**src/rtl/div_issue_ctrl.sv**
```systemverilog
// Issue controller for the shared iterative divider: resolves RV32M special cases,
// reuses a one-entry result cache, and drives the divider with flush and watchdog handling.
module div_issue_ctrl #(
  parameter int DW      = 32,
  parameter int TIMEOUT = 40,
  parameter int TW      = 6
) (
  input  logic          clk,
  input  logic          rst,
  input  logic          req_valid,
  output logic          req_ready,
  input  logic [1:0]    req_op,
  input  logic [DW-1:0] req_rs1,
  input  logic [DW-1:0] req_rs2,
  input  logic [4:0]    req_rd,
  input  logic          flush_i,
  output logic          div_start,
  output logic [DW-1:0] div_dividend,
  output logic [DW-1:0] div_divisor,
  output logic          div_signed,
  input  logic [DW-1:0] div_quot,
  input  logic [DW-1:0] div_rem,
  input  logic          div_done,
  output logic          wb_valid,
  output logic [4:0]    wb_rd,
  output logic [DW-1:0] wb_data,
  output logic          busy_o,
  output logic          err_o
);

  typedef enum logic [1:0] {IDLE, BUSY, DRAIN, RESP} state_t;

  state_t        r_state;
  logic [1:0]    r_op;
  logic [4:0]    r_rd;
  logic [DW-1:0] r_a, r_b, r_res;
  logic          r_sgn, r_start, r_err;
  logic [TW-1:0] r_cnt;

  logic          r_c_vld, r_c_sgn;
  logic [DW-1:0] r_c_a, r_c_b, r_c_q, r_c_r;

  logic          w_accept, w_sgn, w_div0, w_ovf, w_hit, w_tmo;
  logic [DW-1:0] w_fast_res, w_div_res;

  assign req_ready = (r_state == IDLE) && !flush_i;
  assign w_accept  = req_valid && req_ready;
  assign w_sgn     = !req_op[0];
  assign w_div0    = (req_rs2 == '0);
  assign w_ovf     = w_sgn && (req_rs1 == {1'b1, {(DW-1){1'b0}}}) && (req_rs2 == '1);
  assign w_hit     = r_c_vld && (req_rs1 == r_c_a) && (req_rs2 == r_c_b) && (w_sgn == r_c_sgn);
  assign w_div_res = r_op[1] ? div_rem : div_quot;
  // >= so a timeout that coincides with a flush still ends the following drain
  assign w_tmo     = (r_cnt >= TW'(TIMEOUT-1));

  always_comb begin
    w_fast_res = r_c_q;
    if (w_div0)      w_fast_res = req_op[1] ? req_rs1 : '1;
    else if (w_ovf)  w_fast_res = req_op[1] ? '0 : req_rs1;
    else             w_fast_res = req_op[1] ? r_c_r : r_c_q;
  end

  assign div_start    = r_start;
  assign div_dividend = r_a;
  assign div_divisor  = r_b;
  assign div_signed   = r_sgn;
  assign wb_valid     = (r_state == RESP) && !flush_i;
  assign wb_rd        = r_rd;
  assign wb_data      = r_res;
  assign busy_o       = (r_state != IDLE);
  assign err_o        = r_err;

  always_ff @(posedge clk) begin
    if (rst) begin
      r_state <= IDLE;
      r_op    <= '0;
      r_rd    <= '0;
      r_a     <= '0;
      r_b     <= '0;
      r_res   <= '0;
      r_sgn   <= 1'b0;
      r_start <= 1'b0;
      r_err   <= 1'b0;
      r_cnt   <= '0;
      r_c_vld <= 1'b0;
      r_c_sgn <= 1'b0;
      r_c_a   <= '0;
      r_c_b   <= '0;
      r_c_q   <= '0;
      r_c_r   <= '0;
    end else begin
      r_start <= 1'b0;
      case (r_state)
        IDLE: if (w_accept) begin
          r_op  <= req_op;
          r_rd  <= req_rd;
          r_a   <= req_rs1;
          r_b   <= req_rs2;
          r_sgn <= w_sgn;
          if (w_div0 || w_ovf || w_hit) begin
            r_res   <= w_fast_res;
            r_state <= RESP;
          end else begin
            r_start <= 1'b1;
            r_cnt   <= '0;
            r_state <= BUSY;
          end
        end
        BUSY: begin
          r_cnt <= r_cnt + 1'b1;
          if (flush_i) begin
            r_state <= DRAIN;
          end else if (div_done) begin
            r_res   <= w_div_res;
            r_c_vld <= 1'b1;
            r_c_a   <= r_a;
            r_c_b   <= r_b;
            r_c_sgn <= r_sgn;
            r_c_q   <= div_quot;
            r_c_r   <= div_rem;
            r_state <= RESP;
          end else if (w_tmo) begin
            r_err   <= 1'b1;
            r_c_vld <= 1'b0;
            r_cnt   <= '0;
            r_state <= IDLE;
          end
        end
        // Killed op: let the divider finish so it is never cut off mid-operation
        DRAIN: begin
          r_cnt <= r_cnt + 1'b1;
          if (div_done || w_tmo) begin
            if (!div_done) r_err <= 1'b1;
            r_cnt   <= '0;
            r_state <= IDLE;
          end
        end
        RESP:    r_state <= IDLE;
        default: r_state <= IDLE;
      endcase
    end
  end

endmodule

```
**config.mk**
```make
export PLATFORM = sky130hd
export DESIGN_NAME = div_issue_ctrl
export DESIGN_NICKNAME = d
export VERILOG_FILES = /design/src/rtl/div_issue_ctrl.sv
export SDC_FILE = /design/constraint.sdc
export NUM_CORES = 1
export LEC_CHECK = 0
export CAP_MARGIN = 20
export CORE_MARGIN = 2
export CORE_UTILIZATION = 51
export DETAILED_ROUTE_END_ITERATION = 6
export PLACE_DENSITY = 0.8
export SYNTH_ARGS = -nofsm -noshare
export SYNTH_HDL_FRONTEND = slang
export SYNTH_SLANG_ARGS = --single-unit
export TNS_END_PERCENT = 10
```
**constraint.sdc**
```tcl
create_clock -name clk -period 3.1 [get_ports clk]
set_input_delay 0.62 -clock clk [delete_from_list [all_inputs] [get_ports clk]]
set_output_delay 0.62 -clock clk [all_outputs]
set_load 0.05 [all_outputs]
```
* Word-level counts from Yosys, hierarchy flattened
Cells that the tools add are included.
Cells by class: add/sub/neg operators 1, $mul 0, divide/modulo/power cells 0, magnitude comparators 1, equality and inequality tests 18, shift-type cells 0, mux-type cells 34, bitwise gates (word level) 3, reduce and logical (&&, ||, !) cells 28
Operator list (count):
- $mux 32 | 10
- $eq 32x32->1 | 2
- $eq 32x32->1 const B | 2
- $pmux 32 s2 | 1
- $mux 6 | 6
- $logic_not 32->1 | 1
- $pmux 6 s3 | 1
- $ne 2x2->1 const B | 8
- $mux 2 | 6
- $reduce_and 3->1 | 4
- $logic_and 1x1->1 | 8
- $mux 1 | 8
- $pmux 2 s4 | 1
- $reduce_bool 2->1 | 4
- $add 6x1->6 const B | 1
- $ge 6x6->1 const B | 1
- $reduce_and 6->1 | 1
- $reduce_and 5->1 | 1
- $eq 2x2->1 const B | 2
- $ne 4x4->1 const B | 1
- $logic_or 1x1->1 | 3
- $not 1->1 | 3
- $reduce_bool 3->1 | 1
- $reduce_or 3->1 | 1
- other kinds (7) | 8
Storage, ports and cells: register bits 244, bits in latches 0, memory bits (writable) 0, ROM bits 0, input port bits 140, memories 0

* Longest topological paths before layout
Gate-level depths: netlist (run 1).
depth after elaboration 8, mapped depth 10

* Least setup slack after synthesis (run 1)
OpenSTA, ideal clock, no wires.
path type register -> register, start point reg r_state[0], end point reg r_cnt[2], setup time 122 ps, arrival 2647 ps, data required time 2978 ps, slack 330 ps, stages on the path, launching flop included 10, cell sequence dfxtp_1 > inv_1 > ha_1 > inv_1 > nor2_1 > nand2_1 > nor2_1 > o21a_1 > a31oi_1 > o2bb2ai_1
On the way: longest elaborated chain between the ends 5, elaborated cells between the ends (all ways) 10
RTL lines:
- start, declared | RTL line 33 | state_t r_state;
- start signal, assigned | RTL line 75 | r_state <= IDLE;
- start signal, assigned | RTL line 102 | r_state <= RESP;
- start signal, assigned | RTL line 106 | r_state <= BUSY;
- $logic_not 2->1 | RTL line 46 | assign req_ready = (r_state == IDLE) && !flush_i;
- $logic_and 1x1->1 | RTL line 46
- net req_ready | RTL line 11 | output logic req_ready,
- $logic_and 1x1->1 | RTL line 47 | assign w_accept = req_valid && req_ready;
- $ne 2x2->1 (no source line)
- $reduce_and 3->1 (no source line)
- end signal, assigned | RTL line 110 | r_cnt <= r_cnt + 1'b1;
- end signal, assigned | RTL line 131 | r_cnt <= r_cnt + 1'b1;
- end, declared | RTL line 38 | logic [TW-1:0] r_cnt;
The timed path passes the listed nets, and every way through them passes these cells. A chain may end at the register's enable or synchronous reset.

* Worst setup path in the final report (run 1)
start point reg r_state[0], end point out busy_o
On the way: longest elaborated chain between the ends 1
RTL lines:
- $reduce_bool 2->1 | RTL line 70 | assign busy_o = (r_state != IDLE);
- end, declared | RTL line 27 | output logic busy_o,
No other way between the ends.

==> impl_metrics.csv, run 1 <==
group,metric,value,unit
placed_design,gpl_wtd_cong,0.911,
floorplan,die-width,153,um
drt,totalWireLength,38300,um
drt,detailedRoute.firstIterationViolations,1004,
cts,cts.sink_count,243,
timing,final_critical_path_setup_slack,0.168,ns
logic_synthesis,syn-instance-count,1436,
logic_synthesis,synth_flop_cell,"dfxtp_1",
grt,first_global_vias,11079,
logic_synthesis,synth-xor-area-share,3.25,%
cells_and_area,share_of_final_layout_standard_cells_stronger_than_drive_strength_1,10.1,%
critical_path,setup.worst_path.end_class,"output pin",
placed_design,dp_worst_setup_slack,-0.304,ns
logic_synthesis,synth_seq_area_share,42.9,%
logic_synthesis,synthMuxAreaShare,5.93,%
logic_synthesis,postSynthRegisterBits,243,
floorplan,start_util,51.9,%
logic_synthesis,synth_largest_type_area_fraction,42.9,%
cts,postCtsHoldBufs,0,
timing,totalNegativeSetupSlack,0,ns
drt,via_density,5.72,
logic_synthesis,syn_nets,1583,
logic_synthesis,most_used_standard_cell_by_instance_count_after_synthesis,"nand2_1",
logic_synthesis,avgSynthCellArea,7.89,um2
floorplan,core_region_area,21800,um2
drt,detail-route-antenna-nets,0,
logic_synthesis,synthAdderAreaFrac,0.773,%
critical_path,worstPathMaxFanout,6,
drt,detailed_routing_iterations_pass_1,7,
timing,clock.fmax,0.341,GHz
grt,maximum_number_of_pins_on_one_net_before_global_route_repair,154,
timing,slew_headroom,34.9,%
logic_synthesis,synth_edf_count,0,
timing,timing_hold_violations_final,0,
timing,timing_worst_slew_pin_value,0.976,ns
critical_path,critical_path_required,2.48,ns
cells_and_area,finish.net_count,1862,
timing,grt_setup_unrepaired,"no",
timing,number_of_pins_exceeding_their_max_slew_limit_in_the_final_report,0,
power_and_ir_drop,power,9.86,mW
logic_synthesis,synthTopCellsByCount,"nand2_1, dfxtp_1, a21oi_1",
cts,cts_max_level,1,
grt,grt_pass1_wl,59300,um
timing,finalCritPeriodShare,94.6,%
drt,remaining_drc_errors,7,
critical_path,critical_path_arrival,2.31,ns
floorplan,std_cell_rows,54,
floorplan,boundaryPins,247,
cts,clock_path_buffers,3,
timing,timing.final.crit_period,2.93,ns
power_and_ir_drop,cellPowerDensity,629,nW/um2
logic_synthesis,async_reset_ff_share,0,%
logic_synthesis,yosysWarnings,0,
critical_path,critPathKind,"reg -> out",
logic_synthesis,dominant_combinational_cell_family_by_area_after_synthesis,"simple AND/OR/NAND/NOR gates",
logic_synthesis,synth-compound-area-share,17.8,%
outcome,run_status,"finished with violations",
logic_synthesis,syn-cell-area,11300,um2
timing,clock_skew,0.00814,ns
cells_and_area,antenna_cells_inserted,0,
cts,worst_skew_pair.late_latency,0.53,ns
power_and_ir_drop,vdd_drop_max,454,uV
floorplan,dieHeight,153,um
logic_synthesis,synth_simple_gate_area_share,24.7,%
outcome,failed_checks,"DRC",
logic_synthesis,synth_area_leaders,"dfxtp_1, nand2_1, a21oi_1",
grt,overflow,0,
placed_design,detailed_place_hpwl,26900,um
grt,grt_antenna_before_repair,1,
run,timing.max_cap.violations,0,
cells_and_area,flow.area_growth_from_synthesis,38.4,%
power_and_ir_drop,leakagePower,5.68,nW
drt,via_count,11520,
grt,all_layer_gr_usage,31.1,%
logic_synthesis,area_leader_netlist,"dfxtp_1",
cts,clkTransAtPathRegs,0.06,ns
floorplan,die-area,23400,um2
cts,cts.root.buffer_cell,"clkbuf_16",
cts,cts_inserted_buffers,26,
cts,tritoncts,"built",
hold_path,min_path_type,"reg -> reg",
placed_design,portBuffers,246,
drt,routed_wl_per_cell,19.0,um
logic_synthesis,count_of_different_cell_masters_after_synthesis,54,
timing,setup_viol,0,
cells_and_area,final_core_utilization,71.9,%
critical_path,worstSetupStartpointType,"register",
==> state kept, by name, indices dropped and copies added, names as in the netlist, 2 cells and up <==
name          count
r_c_q            32
div_divisor      32
r_c_b            32
wb_rd             5
div_dividend     32
wb_data          32
r_c_a            32
r_c_r            32
r_cnt             6
r_state           2
==> kinds of logic after synthesis <==
| logic type | count (synthesis) |
|---|---|
| and+or+nand+nor | 625 |
| AOI/OAI and AO/OA | 321 |
| DFF | 243 |
| buffers and inverters | 131 |
| muxes | 67 |
| xor gates and xnor gates | 42 |
| adders and majority gates | 7 |
==> per-layer routing <==
layer	vias up	global-route usage [%]	share of wire (%)
li1	5516	-	-
met1	5399	40.8	41
met2	525	52.1	48
met3	78	5.87	8.3
met4	2	9.48	2.6
met5	-	0	0.029
==> layout by cell type, fill, tap and decap left out, drive strengths merged, types with 3 or more instances in the layout <==
cell	synthesis	layout
a221oi	30	30
nand2	442	442
bufinv	0	6
xor2	41	41
nand3	4	4
o2bb2ai	3	3
nor4b	4	4
or2	3	3
clkdlybuf4s50	0	243
clkbuf	98	38
a41oi	4	4
buf	6	111
and4	3	3
nand4	18	18
a21oi	207	207
nor2	20	20
dfxtp	243	243
mux2i	66	66
nor3	6	6
o21a	3	3
a22o	3	3
ha	7	7
a211oi	8	8
nand2b	65	65
a221o	34	34
o22ai	9	9
and2	3	3
nor4	31	31
o21ai	7	7
clkinv	0	4
inv	27	27
nor2b	13	13
or4	4	4
==> power breakdown <==
group / internal, mW / switching (mW)
clock network: 2.19 / 1.28
registers: 3.34 / 0.175
logic: 1.12 / 1.75
total: 6.65 / 3.21
==> critical path: stages, from the launching register on <==
cell and delay, ns:
dfxtp_1 0.43, inv_1 0.12, ha_1 0.30, inv_1 0.14, clkdlybuf4s50_1 0.81
==> area by class of cell <==
| cell class | count | area, um2 |
|---|---|---|
| Clock inverter | 11 | 208 |
| Timing Repair Buffer | 355 | 3420 |
| Clock buffer | 37 | 753 |
| Multi-Input combinational cell | 1062 | 5990 |
| Tap cell | 280 | 350 |
| Inverter | 27 | 101 |
| Fill cell | 1700 | 6140 |
| Sequential cell | 243 | 4870 |
==> stage by stage <==
step | cells | hold slack (ns) | instance area (um2)
3_3_place_gp | 1967 | 0.441 | 14700
3_5_place_dp | 1967 | 0.448 | 14700
6_report | 2015 | 0.453 | 15700
4_1_cts | 2015 | 0.456 | 15700
5_1_grt | 2015 | 0.475 | 15700
2_1_floorplan | 1436 | 0.433 | 11300
==> timing repair <==
item / 4_1_cts / 5_1_grt
resized for setup: 0 / 1
endpoints found under the setup margin: 0 / 2
buffers inserted: 0 / 0
==> final timing paths <==
| check | from | to | slack (ns) | cells after the start |
|---|---|---|---|---|
| hold reg to reg | wb_rd[0]$_SDFFE_PP0P_ | wb_rd[0]$_SDFFE_PP0P_ | 0.45 | 2 |
| hold / removal | wb_rd[0]$_SDFFE_PP0P_ | wb_rd[0]$_SDFFE_PP0P_ | 0.45 | 2 |
| setup reg to reg | r_c_b[3]$_SDFFE_PP0P_ | r_cnt[5]$_SDFFE_PP0P_ | 0.69 | 9 |
| setup / recovery | r_state[0]$_SDFFE_PP0P_ | busy_o | 0.17 | 4 |
Note: power is estimated with default switching activity, not from simulation.
==> run 2: changes to the inputs <==
--- a/config.mk
+++ b/config.mk
@@ -7,9 +7,9 @@
 export LEC_CHECK = 0
 export CAP_MARGIN = 20
 export CORE_MARGIN = 2
-export CORE_UTILIZATION = 51
+export CORE_UTILIZATION = 45
 export DETAILED_ROUTE_END_ITERATION = 6
-export PLACE_DENSITY = 0.8
+export PLACE_DENSITY = 0.72
 export SYNTH_ARGS = -nofsm -noshare
 export SYNTH_HDL_FRONTEND = slang
 export SYNTH_SLANG_ARGS = --single-unit
==> impl_metrics.csv, run 2 (same netlist as run 1, synthesis figures left out) <==
group,metric,value,unit
outcome,run_status,"completed",
critical_path,worstPathCellList,"clkdlybuf4s50_1 > nor4_1 > buf_4 > nand4_1 > nor4_1 > buf_4 > a41oi_2 > buf_12 > a221oi_1 > a221o_1 > mux2i_1",
hold_path,hold_path_startpoint,"r_c_r[14]$_SDFFE_PP0P_",
cells_and_area,flow.area_growth_from_synthesis,38.4,%
critical_path,worst_setup_path_startpoint,"req_rs1[23]",
power_and_ir_drop,power.share.combinational,30.2,%
placed_design,gpl_wtd_cong,0.944,
drt,detail-route-antenna-nets,0,
power_and_ir_drop,cellInternalPower,6.30,mW
floorplan,die-area,26500,um2
timing,clock.fmax,0.333,GHz
critical_path,critical_path_arrival,3.40,ns
placed_design,portBuffers,246,
cells_and_area,antenna_cells_inserted,0,
cts,postCtsHoldBufs,0,
critical_path,critPathKind,"in -> reg",
drt,detailed_routing_iterations_pass_1,6,
cells_and_area,stdcell_count,2069,
grt,grt_pass1_wl,58700,um
cells_and_area,final_core_utilization,62.8,%
timing,setup_viol,0,
power_and_ir_drop,cellPowerDensity,603,nW/um2
cts,clkTransAtPathRegs,0.06,ns
placed_design,post-place-cells,2023,
timing,timing_hold_violations_final,0,
power_and_ir_drop,clock_power_share,32.7,%
drt,remaining_drc_errors,0,
floorplan,die-width,163,um
timing,final_critical_path_setup_slack,0.100,ns
cells_and_area,finish.net_count,1868,
floorplan,dieHeight,163,um
cells_and_area,layout_common_cells,"nand2_1, clkdlybuf4s50_1, dfxtp_1",
timing,timing_worst_slew_pin_value,1.05,ns
power_and_ir_drop,netSwitchingPower,3.16,mW
grt,first_global_vias,10770,
cts,cts_inserted_buffers,26,
drt,via_density,5.55,
critical_path,path_delay_family,"buffers and inverters",
floorplan,boundaryPins,247,
critical_path,cp_slowest_cell,"clkdlybuf4s50_1",
cts,cts_max_level,1,
critical_path,worst_r2r_startpoint,"r_c_a[13]$_SDFFE_PP0P_",
cts,clock_path_buffers,3,
grt,grt_antenna_before_repair,2,
timing,grt_setup_unrepaired,"no",
power_and_ir_drop,power_frac_seq,37.1,%
cts,post_cts_buffers,0,
drt,routed_wl_per_cell,18.5,um
drt,detailedRoute.firstIterationViolations,958,
power_and_ir_drop,power,9.46,mW
power_and_ir_drop,power.share.switching,33.4,%
timing,timing.final.crit_period,3.00,ns
power_and_ir_drop,vdd_drop_max,360,uV
grt,maximum_number_of_pins_on_one_net_before_global_route_repair,168,
floorplan,start_util,45.4,%
placed_design,dp_worst_setup_slack,-0.320,ns
cells_and_area,layout_commonest_cell,"nand2_1",
grt,all_layer_gr_usage,27.8,%
cells_and_area,share_of_final_layout_standard_cells_stronger_than_drive_strength_1,10.4,%
cts,tritoncts,"built",
cts,cts.root.buffer_cell,"clkbuf_16",
timing,finalCritPeriodShare,96.8,%
critical_path,critPathMaxStageDelay,0.51,ns
cells_and_area,layout.filler_cells,2183,
drt,via_count,11487,
critical_path,worstPathMaxFanout,31,
hold_path,min_path_type,"reg -> reg",
placed_design,detailed_place_hpwl,27100,um
run,timing.max_cap.violations,0,
grt,overflow,0,
critical_path,critical_path_required,3.50,ns
critical_path,setup.worst_path.end_class,"register",
timing,clock_skew,0.00845,ns
timing,number_of_pins_exceeding_their_max_slew_limit_in_the_final_report,0,
cts,cts.sink_count,243,
critical_path,worstSetupStartpointType,"input pin",
power_and_ir_drop,leakagePower,5.66,nW
critical_path,critical_path.n_buffers_inverters,4,
floorplan,core_region_area,25000,um2
drt,totalWireLength,38300,um
floorplan,std_cell_rows,58,
timing,slew_headroom,30.1,%
cts,worst_skew_pair.late_latency,0.52,ns
cts,post_cts_resized,0,
==> run 2: cell types whose count changed in the layout (fill, tap and decap cells not counted), moves of 2 or more <==
cell,before,now
buf_4,100,107
bufinv_16,6,1
clkbuf_8,5,9
clkbuf_1,6,4
==> run 2: area by class of cell <==
class	count	area, um2	share of cell area, %
repair buffers	361	3450	22.0
inverters	27	101	0.646
well taps	330	413	2.63
clock buffers	39	801	5.11
flip-flops and latches	243	4870	31.0
multi-input cells	1062	5990	38.2
clock inverters	7	62.6	0.399
==> run 2: power by group through the flow <==
stage                     combinational [mW]  clock (mW)  sequential, mW
final                                   2.86        3.09            3.51
after global routing                    3.06        3.28            3.53
after CTS                               2.85        3.13            3.51
after detailed placement                2.83           0            3.57
after global placement                  2.81           0            3.57
after floorplan                         1.39           0            3.98
==> run 2: worst min-delay path, delay by kind of cell, from the launching register on <==
family,cells,cell delay [ns]
AND/OR/NAND/NOR,1,0.05
AO/OA/AOI/OAI,1,0.05
flip-flops,1,0.31
==> run 2: path summary, 6_finish.rpt <==
check                             end  slack (ns)  depth (start not counted)
max reg2reg  wb_data[17]$_SDFFE_PP0P_        0.52                          8
max          wb_data[22]$_SDFFE_PP0P_        0.10                         11
min            r_c_r[14]$_SDFFE_PP0P_        0.45                          2
min reg2reg    r_c_r[14]$_SDFFE_PP0P_        0.45                          2
==> run 2: stage by stage <==
step                TNS (ns)  area [um2]  hold slack (ns)
floorplan                  0       11300            0.433
global placement       -8.59       14800            0.441
detailed placement     -9.18       14800            0.446
CTS                        0       15700            0.454
global route               0       15700            0.466
finish                     0       15700            0.454
==> run 2: metal layers <==
metal / GRT usage [%] / wire, um / vias to the layer above
li1: - / - / 5516
met4: 9.25 / 1230 / 4
met5: 0 / 23 / -
met1: 37.9 / 16200 / 5395
met2: 44.9 / 17800 / 496
met3: 4.48 / 3020 / 76
